--- config.mk ---
export PLATFORM = sky130hd
export DESIGN_NAME = v_hier_subarr
export DESIGN_NICKNAME = d
export VERILOG_FILES = /design/src/rtl/v_hier_pkg.sv /design/src/rtl/v_hier_subcell.sv /design/src/rtl/v_hier_subarr.sv
export SDC_FILE = /design/constraint.sdc
export NUM_CORES = 1
export LEC_CHECK = 0
export CAP_MARGIN = 15
export CORE_MARGIN = 1
export CORE_UTILIZATION = 45
export CTS_CLUSTER_DIAMETER = 80
export CTS_CLUSTER_SIZE = 24
export DETAILED_ROUTE_END_ITERATION = 8
export PLACE_DENSITY_LB_ADDON = 0.25
export SYNTH_ARGS = -nofsm -noshare
export SYNTH_HDL_FRONTEND = slang
export SYNTH_SLANG_ARGS = --single-unit
--- constraint.sdc ---
create_clock -name clk -period 1.4 [get_ports clk]
set_clock_uncertainty 0.05 [all_clocks]
set_input_delay 0.28 -clock clk [delete_from_list [all_inputs] [get_ports clk]]
set_output_delay 0.28 -clock clk [all_outputs]
set_load 0.02 [all_outputs]
--- src/rtl/v_hier_pkg.sv ---
// Shared definitions for the v_hier hierarchy blocks: beat transform modes
// and a width-generic transform helper.
package v_hier_pkg;

   typedef enum logic [1:0] {
      MODE_PASS  = 2'd0,
      MODE_INV   = 2'd1,
      MODE_REV   = 2'd2,
      MODE_FORCE = 2'd3
   } mode_t;

   localparam int unsigned MAX_W = 64;
   localparam int unsigned IDX_W = $clog2(MAX_W);

   // Operates on the low w bits of a MAX_W container; bits at and above w
   // are don't-care and must be dropped by the caller.
   function automatic logic [MAX_W-1:0] apply_mode(input logic [MAX_W-1:0] v,
                                                   input int unsigned      w,
                                                   input mode_t            m);
      logic [MAX_W-1:0] r;
      logic [IDX_W-1:0] src;
      r = '0;
      unique case (m)
         MODE_PASS:  r = v;
         MODE_INV:   r = ~v;
         MODE_REV: begin
            for (int unsigned i = 0; i < MAX_W; i++) begin
               if (i < w) begin
                  src = IDX_W'(w - 1 - i);
                  r[IDX_W'(i)] = v[src];
               end
            end
         end
         MODE_FORCE: r[0] = 1'b1;
         default:    r = v;
      endcase
      return r;
   endfunction

endpackage

--- src/rtl/v_hier_subcell.sv ---
// One elastic pipeline stage: a valid bit plus WIDTH data bits, with a
// combinational ready pass-through so a full chain still streams.
module v_hier_subcell
   import v_hier_pkg::*;
#(
   parameter int unsigned WIDTH = 4
) (
   input  logic             clk,
   input  logic             rst,
   input  logic [WIDTH-1:0] d,
   input  logic             d_valid,
   output logic             d_ready,
   output logic [WIDTH-1:0] q,
   output logic             q_valid,
   input  logic             q_ready
);

   assign d_ready = !q_valid || q_ready;

   // Data only moves with a real beat so an empty stage keeps its last value.
   always_ff @(posedge clk or posedge rst) begin
      if (rst) begin
         q_valid <= 1'b0;
         q       <= '0;
      end else if (d_ready) begin
         q_valid <= d_valid;
         if (d_valid) begin
            q <= d;
         end
      end
   end

endmodule

--- src/rtl/v_hier_subarr.sv ---
// Multi-channel elastic pipeline of DEPTH v_hier_subcell stages with a
// per-beat entry transform and an output-transfer counter.
module v_hier_subarr
   import v_hier_pkg::*;
#(
   parameter int unsigned CHANNELS = 4,
   parameter int unsigned DEPTH    = 2,
   parameter int unsigned COUNT_W  = 8
) (
   input  logic                clk,
   input  logic                rst,
   input  logic [CHANNELS-1:0] avec,
   input  logic [1:0]          mode,
   input  logic                in_valid,
   output logic                in_ready,
   output logic [CHANNELS-1:0] qvec,
   output logic                out_valid,
   input  logic                out_ready,
   output logic [COUNT_W-1:0]  xfer_count
);

   logic [MAX_W-1:0]    wide_in;
   logic [MAX_W-1:0]    wide_out;
   logic [CHANNELS-1:0] entry_data;

   // Index k is the input side of stage k; index DEPTH is the block output.
   logic [CHANNELS-1:0] sd [DEPTH+1];
   logic                sv [DEPTH+1];
   logic                sr [DEPTH+1];

   always_comb begin
      wide_in                 = '0;
      wide_in[CHANNELS-1:0]   = avec;
      wide_out                = apply_mode(wide_in, CHANNELS, mode_t'(mode));
      entry_data              = wide_out[CHANNELS-1:0];
   end

   if (CHANNELS < MAX_W) begin : g_spare
      logic unused_hi;
      assign unused_hi = ^wide_out[MAX_W-1:CHANNELS];
   end

   assign sd[0]     = entry_data;
   assign sv[0]     = in_valid;
   assign sr[DEPTH] = out_ready;
   assign in_ready  = sr[0];
   assign qvec      = sd[DEPTH];
   assign out_valid = sv[DEPTH];

   for (genvar k = 0; k < DEPTH; k++) begin : g_stage
      if (k == 0) begin : g_head
         v_hier_subcell #(
            .WIDTH (CHANNELS)
         ) u_cell (
            .clk     (clk),
            .rst     (rst),
            .d       (sd[0]),
            .d_valid (sv[0]),
            .d_ready (sr[0]),
            .q       (sd[1]),
            .q_valid (sv[1]),
            .q_ready (sr[1])
         );
      end else begin : g_tail
         v_hier_subcell #(
            .WIDTH (CHANNELS)
         ) u_cell (
            clk, rst,
            sd[k], sv[k], sr[k],
            sd[k+1], sv[k+1], sr[k+1]
         );
      end
   end

   always_ff @(posedge clk or posedge rst) begin
      if (rst) begin
         xfer_count <= '0;
      end else if (out_valid && out_ready) begin
         xfer_count <= xfer_count + 1'b1;
      end
   end

endmodule

==> impl_metrics.py, run 1 <==
metrics = {
    "clock_network": {
        "clk_pin_slew_worst_paths_ps": 100,
        "htree_levels": 1,
        "clock_sink_count": 18,
        "cts_tree": "yes",
        "cts_buffers": 3,
        "insertion_delay_ps": 290,
        "clock_path_buffers": 2,
        "cts_setup_buffers": 0,
        "root_buffer": "clkbuf_4",
    },
    "routing": {
        "wl_mm": 1.64,
        "drtIter0Drc": 9,
        "vias": 637,
        "viasPerCell": 4.94,
        "firstDrtPassIters": 4,
        "routedWlPerCell_um": 12.7,
        "drc": 0,
        "ant_nets": 0,
    },
    "critical_path": {
        "max_stage_delay_ps": 420,
        "end_kind": "primary output",
        "worst-path-stages": 1,
        "cp_top_family": "flip-flops",
        "arrival_ps": 1050,
        "cp_max_fo": 3,
        "crit_path_top_delay_cell": "dfrtp_1",
        "critical_path_buf_inv_count": 1,
        "critPathRequiredTime_ps": 1070,
        "reg2reg_depth": 4,
        "worst_setup_path_start_kind": "register",
        "criticalPathCategory": "register to primary output",
        "cp_cell_sequence": "dlygate4sd2_1",
    },
    "timing": {
        "slew_viol_final": 0,
        "max_freq_ghz": 0.725,
        "slew_headroom": 0.793,
        "period_minus_slack_ps": 1380,
        "tightest_slew_ps": 310,
        "hold_violations": 0,
        "rsz0062_at_grt": "no",
        "finalCritPeriodShare": 0.985,
        "timing.setup.tns_ps": 0,
        "setup_viol": 0,
    },
    "synthesis": {
        "synth_top_area_share": 0.550,
        "ys_top_cells_by_area": "dfrtp_1 55%, mux2_2 12%, xnor2_1 7.5%",
        "ys_seq_area_frac": 0.550,
        "synth-warning-count": 0,
        "synth_cell_types": 21,
        "syn_inst": 67,
        "ys_ff_latch": 18,
        "synth.area.mux_share": 0.124,
        "syn_area_um2": 820,
        "syn_area_per_cell_um2": 12.2,
        "synthAdderAreaFrac": 0.0153,
        "syn_nets": 78,
        "synth-compound-area-share": 0.0397,
        "yosys.area.top_type": "dfrtp_1",
        "synth_xor_area_frac": 0.118,
        "synth_top_family_by_area": "simple AND/OR/NAND/NOR gates",
        "synth-simple-area-share": 0.144,
    },
    "grt": {
        "overflow": 0,
        "grt_max_degree": 19,
        "grt_pass1_wl_mm": 2.79,
        "grt_antenna_before_repair": 0,
        "grt_pass1_vias": 648,
        "grt_usage": 0.197,
    },
    "placement": {
        "gp_congestion": 0.619,
        "post_dp_cell_area_um2": 1160,
        "place_inst": 125,
        "io_buffers": 23,
        "dp_hpwl_mm": 1.27,
    },
    "floorplan": {
        "io_pins": 24,
        "rows": 15,
        "start_util": 0.480,
        "die_x_um": 44.7,
        "die_h_um": 44.7,
        "fp.dieArea_um2": 2000,
        "core_um2": 1710,
    },
    "finish": {
        "most-common-layout-cells": "17 x dfrtp_1, 11 x dlygate4sd2_1, 11 x buf_4, 9 x mux2_2, 8 x clkdlybuf4s50_1",
        "final_common_cell": "dfrtp_1",
        "fillers": 133,
        "fin_area_um2": 1180,
        "post-route-util": 0.693,
        "drive_gt1_frac": 0.288,
        "n_antenna_cell": 0,
        "area_growth_pct": 44.4,
        "finalNonFillerCells": 129,
        "nets": 116,
    },
    "worst_hold_path": {
        "hold_path_class": "input pin to async pin",
    },
    "flow_run": {
        "drv_cap": 0,
    },
    "power_and_ir_drop": {
        "leakagePower_nw": 0.581,
        "irDropWorstVdd_mv": 1.39,
        "finalPower_mw": 1.86,
        "powerDensity_nw_per_um2": 1570,
    },
    "status": {
        "status": "finished clean",
    },
}
-- through the flow --
step                      hold slack (ps)  setup slack [ps]
after detailed placement              432              -446
after global placement                406              -402
after global routing                  263              3.27
after floorplan                       169              6.89
final                                 242              20.9
after CTS                             245              3.12
-- repair_timing --
action                     4_1_cts  5_1_grt
hold buffers                     0        0
resized for setup               22        3
setup endpoints to repair       14       10
-- area by class of cell --
cell class / count / area (um^2) / area share
Sequential cell: 18 / 452 / 0.382
Multi-Input combinational cell: 47 / 363 / 0.307
Timing Repair Buffer: 34 / 298 / 0.252
Clock buffer: 4 / 36.3 / 0.0307
Tap cell: 25 / 31.3 / 0.0264
Inverter: 1 / 3.75 / 0.00317
-- synthesized netlist by cell type --
library cell,number
and3_1,2
and3_2,1
buf_2,1
dfrtp_1,18
ha_1,1
inv_1,1
mux2_2,9
nand2_1,4
nand2_2,1
nand2b_1,2
nand3_1,3
nand3b_1,2
nand4_1,1
nor2_1,1
nor2b_1,1
nor3_1,2
o21ai_0,3
o2bb2ai_1,2
or2b_1,1
xnor2_1,7
xor2_1,4
-- registers in the layout, indices dropped and copies added, names as in the netlist --
name and flops:
g_stage.g_tail.u_cell.q 4, g_stage.g_tail.u_cell.q_valid 1, g_stage.g_head.u_cell.q_valid 1, g_stage.g_head.u_cell.q 4
xfer_count 8
-- path summary, 6_finish.rpt --
path / start / endpoint / slack, ps
max: xfer_count[6]$_DFFE_PP0P_ / xfer_count[6] / 20
min: rst / xfer_count[7]$_DFFE_PP0P_ / 240
max reg2reg: g_stage[1].g_tail.u_cell.q_valid$_DFFE_PP0P_ / g_stage[0].g_head.u_cell.q[0]$_DFFE_PP0P_ / 130
min reg2reg: xfer_count[7]$_DFFE_PP0P_ / xfer_count[7]$_DFFE_PP0P_ / 430
max in group asynchronous: rst / g_stage[1].g_tail.u_cell.q_valid$_DFFE_PP0P_ / 850
min in group clk: out_ready / xfer_count[2]$_DFFE_PP0P_ / 400
-- report_power, final --
group	internal (mW)	switching [mW]
combinational	0.392	0.415
sequential	0.664	0.0729
clock	0.159	0.159
total	1.22	0.646
-- routing by layer --
| layer | vias to the layer above | track usage | wire [um] |
|---|---|---|---|
| li1 | 307 | - | - |
| met4 | 0 | 0.0788 | 29 |
| met1 | 314 | 0.245 | 694 |
| met5 | - | 0 | 0 |
| met3 | 2 | 0.0245 | 36 |
| met2 | 14 | 0.347 | 882 |
-- cells by family (layout without fill, tap and decap cells) --
logic type / count (synthesis) / after routing
simple gates: 21 / 21
flops: 18 / 18
xor+xnor: 11 / 11
mux: 9 / 9
compound gates: 5 / 5
buf+inv: 2 / 39
fa+ha+maj: 1 / 1
-- worst min-delay path, delay by kind of cell --
| kind | cells | cell delay (ps) |
|---|---|---|
| buffers and inverters | 3 | 690 |
Note: power is estimated with default switching activity, not from simulation.
==> run 2: changes to the inputs <==
PLACE_DENSITY = 0.82   (was unset)
PLACE_DENSITY_LB_ADDON = unset   (was 0.25)
==> run 2 against run 1 <==
  * Die area unchanged
  * Cell count increased by 0.78%
  * Via count decreased by 0.63%
  * First-iteration DRC count decreased by 22%
  * Core utilization decreased by 0.51 points
  * Sequential cell count unchanged
  * Maximum frequency increased by 2.5%
  * Worst hold slack got worse by 3.5 ps
  * Global-route usage decreased by 1.8 points
  * Cell area decreased by 0.74%
  * Critical path type unchanged
==> impl_metrics.py, run 2 (synthesis results as in run 1) <==
metrics = {
    "placement": {
        "pre_cts_ws_ps": -439,
        "io_buffers": 23,
        "dp_hpwl_mm": 1.23,
        "gp_congestion": 0.780,
        "place_inst": 126,
        "post_dp_cell_area_um2": 1170,
    },
    "finish": {
        "reg_top3": "xfer_count (8), g_stage.g_head.u_cell.q (4), g_stage.g_tail.u_cell.q (4)",
        "largest_reg_flops": 8,
        "finalNonFillerCells": 130,
        "drive_gt1_frac": 0.305,
        "final_common_cell": "dfrtp_1",
        "fin_area_um2": 1170,
        "nets": 117,
        "area_growth_pct": 43.4,
        "top_register": "xfer_count",
        "n_antenna_cell": 0,
        "most-common-layout-cells": "17 x dfrtp_1, 12 x buf_4, 9 x mux2_2, 8 x clkdlybuf4s50_1, 8 x dlygate4sd2_1",
    },
    "timing": {
        "layout_setup_ws_ps": 54.6,
        "finalCritPeriodShare": 0.961,
        "hold_violations": 0,
        "timing.setup.tns_ps": 0,
        "period_minus_slack_ps": 1350,
        "rsz0062_at_grt": "no",
        "setup_viol": 0,
        "slew_headroom": 0.813,
        "slew_viol_final": 0,
        "tightest_slew_ps": 280,
        "max_freq_ghz": 0.743,
    },
    "floorplan": {
        "start_util": 0.480,
        "io_pins": 24,
        "fp.dieArea_um2": 2000,
        "die_x_um": 44.7,
        "core_um2": 1710,
        "die_h_um": 44.7,
        "rows": 15,
    },
    "routing": {
        "routedWlPerCell_um": 11.9,
        "viasPerCell": 4.87,
        "ant_nets": 0,
        "drc": 0,
        "firstDrtPassIters": 4,
        "vias": 633,
        "wl_met1_um": 624,
        "drtIter0Drc": 7,
        "top_layer_used": "met4",
        "routed-wl-met3_um": 82,
        "wl_mm": 1.55,
        "met2_length_um": 805,
    },
    "power_and_ir_drop": {
        "leakagePower_nw": 0.573,
        "clkPwrFrac": 0.147,
        "p_sw_frac": 0.358,
        "powerDensity_nw_per_um2": 1550,
        "irDropWorstVdd_mv": 0.712,
        "internal_power_mw": 1.17,
        "power_frac_seq": 0.409,
        "netSwitchingPower_uw": 652,
        "combPwrFrac": 0.444,
    },
    "clock_network": {
        "cts_tree": "yes",
        "htree_levels": 1,
        "insertion_delay_ps": 290,
        "cts_hold_buf": 0,
        "cts_setup_buffers": 0,
        "clk_pin_slew_worst_paths_ps": 110,
        "clock_path_buffers": 2,
        "root_buffer": "clkbuf_4",
        "clock_sink_count": 18,
        "cts_buffers": 3,
    },
    "critical_path": {
        "worst_setup_path_start_kind": "register",
        "max_stage_delay_ps": 420,
        "arrival_ps": 1020,
        "critPathRequiredTime_ps": 1070,
        "cp_top_family": "flip-flops",
        "criticalPathCategory": "register to primary output",
        "end_kind": "primary output",
        "cp_max_fo": 6,
        "critical_path_buf_inv_count": 2,
        "crit_path_top_delay_cell": "dfrtp_2",
        "cp_cell_sequence": "buf_4 > buf_2",
    },
    "flow_run": {
        "drv_cap": 0,
    },
    "status": {
        "status": "finished clean",
    },
    "grt": {
        "grt_usage": 0.179,
        "grt_pass1_wl_mm": 2.52,
        "grt_pass1_vias": 610,
        "grt_antenna_before_repair": 0,
        "overflow": 0,
        "grt_max_degree": 19,
    },
    "worst_hold_path": {
        "hold_path_class": "input pin to async pin",
    },
}
[run 2: cell types whose count changed in the layout (fill, tap and decap cells not counted), sizes merged]
cell	change
clkbuf	+2
dlygate4sd2	-3
clkdlybuf4s15	+1
buf	+1
[run 2: repair_timing]
action / CTS / global route
setup endpoints to repair: 18 / 11
gates cloned: 0 / 0
gates resized for setup: 21 / 9
hold endpoints to repair: 0 / 0
[run 2: worst paths after layout]
kind / to / from / slack, ps / cells after the start
worst min register to register: xfer_count[7]$_DFFE_PP0P_ / xfer_count[7]$_DFFE_PP0P_ / 420 / 1
worst max register to register: g_stage[0].g_head.u_cell.q[3]$_DFFE_PP0P_ / g_stage[1].g_tail.u_cell.q_valid$_DFFE_PP0P_ / 140 / 4
worst max-delay path: out_valid / g_stage[1].g_tail.u_cell.q_valid$_DFFE_PP0P_ / 50 / 2
max in group asynchronous: g_stage[1].g_tail.u_cell.q_valid$_DFFE_PP0P_ / rst / 860 / 3
worst min-delay path: g_stage[1].g_tail.u_cell.q[0]$_DFFE_PP0P_ / rst / 240 / 3
min in group clk: xfer_count[7]$_DFFE_PP0P_ / xfer_count[7]$_DFFE_PP0P_ / 420 / 1
[run 2: worst register-to-register path, cell delays in order (launching register included)]
cell      delay, ps
dfrtp_2         370
nand3b_1        110
buf_4           160
nand2_2         110
mux2_2          340
[run 2: routing by layer]
metal  up-vias  global-route usage
li1        306                   -
met2        22               0.318
met4         0              0.0970
met3         6              0.0490
met1       299               0.192
met5         -                   0
[run 2: through the flow]
step	util	hold WS, ps	total power [mW]
global route	0.688	258	1.94
detailed placement	0.684	413	1.66
global placement	0.684	411	1.61
floorplan	-	169	1.18
CTS	0.686	244	1.83
finish	0.688	238	1.82
[run 2: power groups by stage]
stage | registers [mW] | logic (mW) | clock network (mW)
final | 0.744 | 0.808 | 0.267
after global routing | 0.767 | 0.864 | 0.306
after CTS | 0.745 | 0.811 | 0.270
after detailed placement | 0.760 | 0.896 | 0
after global placement | 0.748 | 0.864 | 0
after floorplan | 0.940 | 0.242 | 0
[run 2: area by class of cell]
type / instances / area, um^2
clock buffer: 4 / 26.3
tap: 25 / 31.3
timing repair buffer: 35 / 299
multi-input combinational: 47 / 363
fill: 131 / 533
sequential: 18 / 452
inverter: 1 / 3.75
==> run 3: changes to the inputs <==
SLEW_MARGIN = 10   (was unset)
==> results of run 3 <==
Final layout, timing and power as in run 2 (identical DEF).
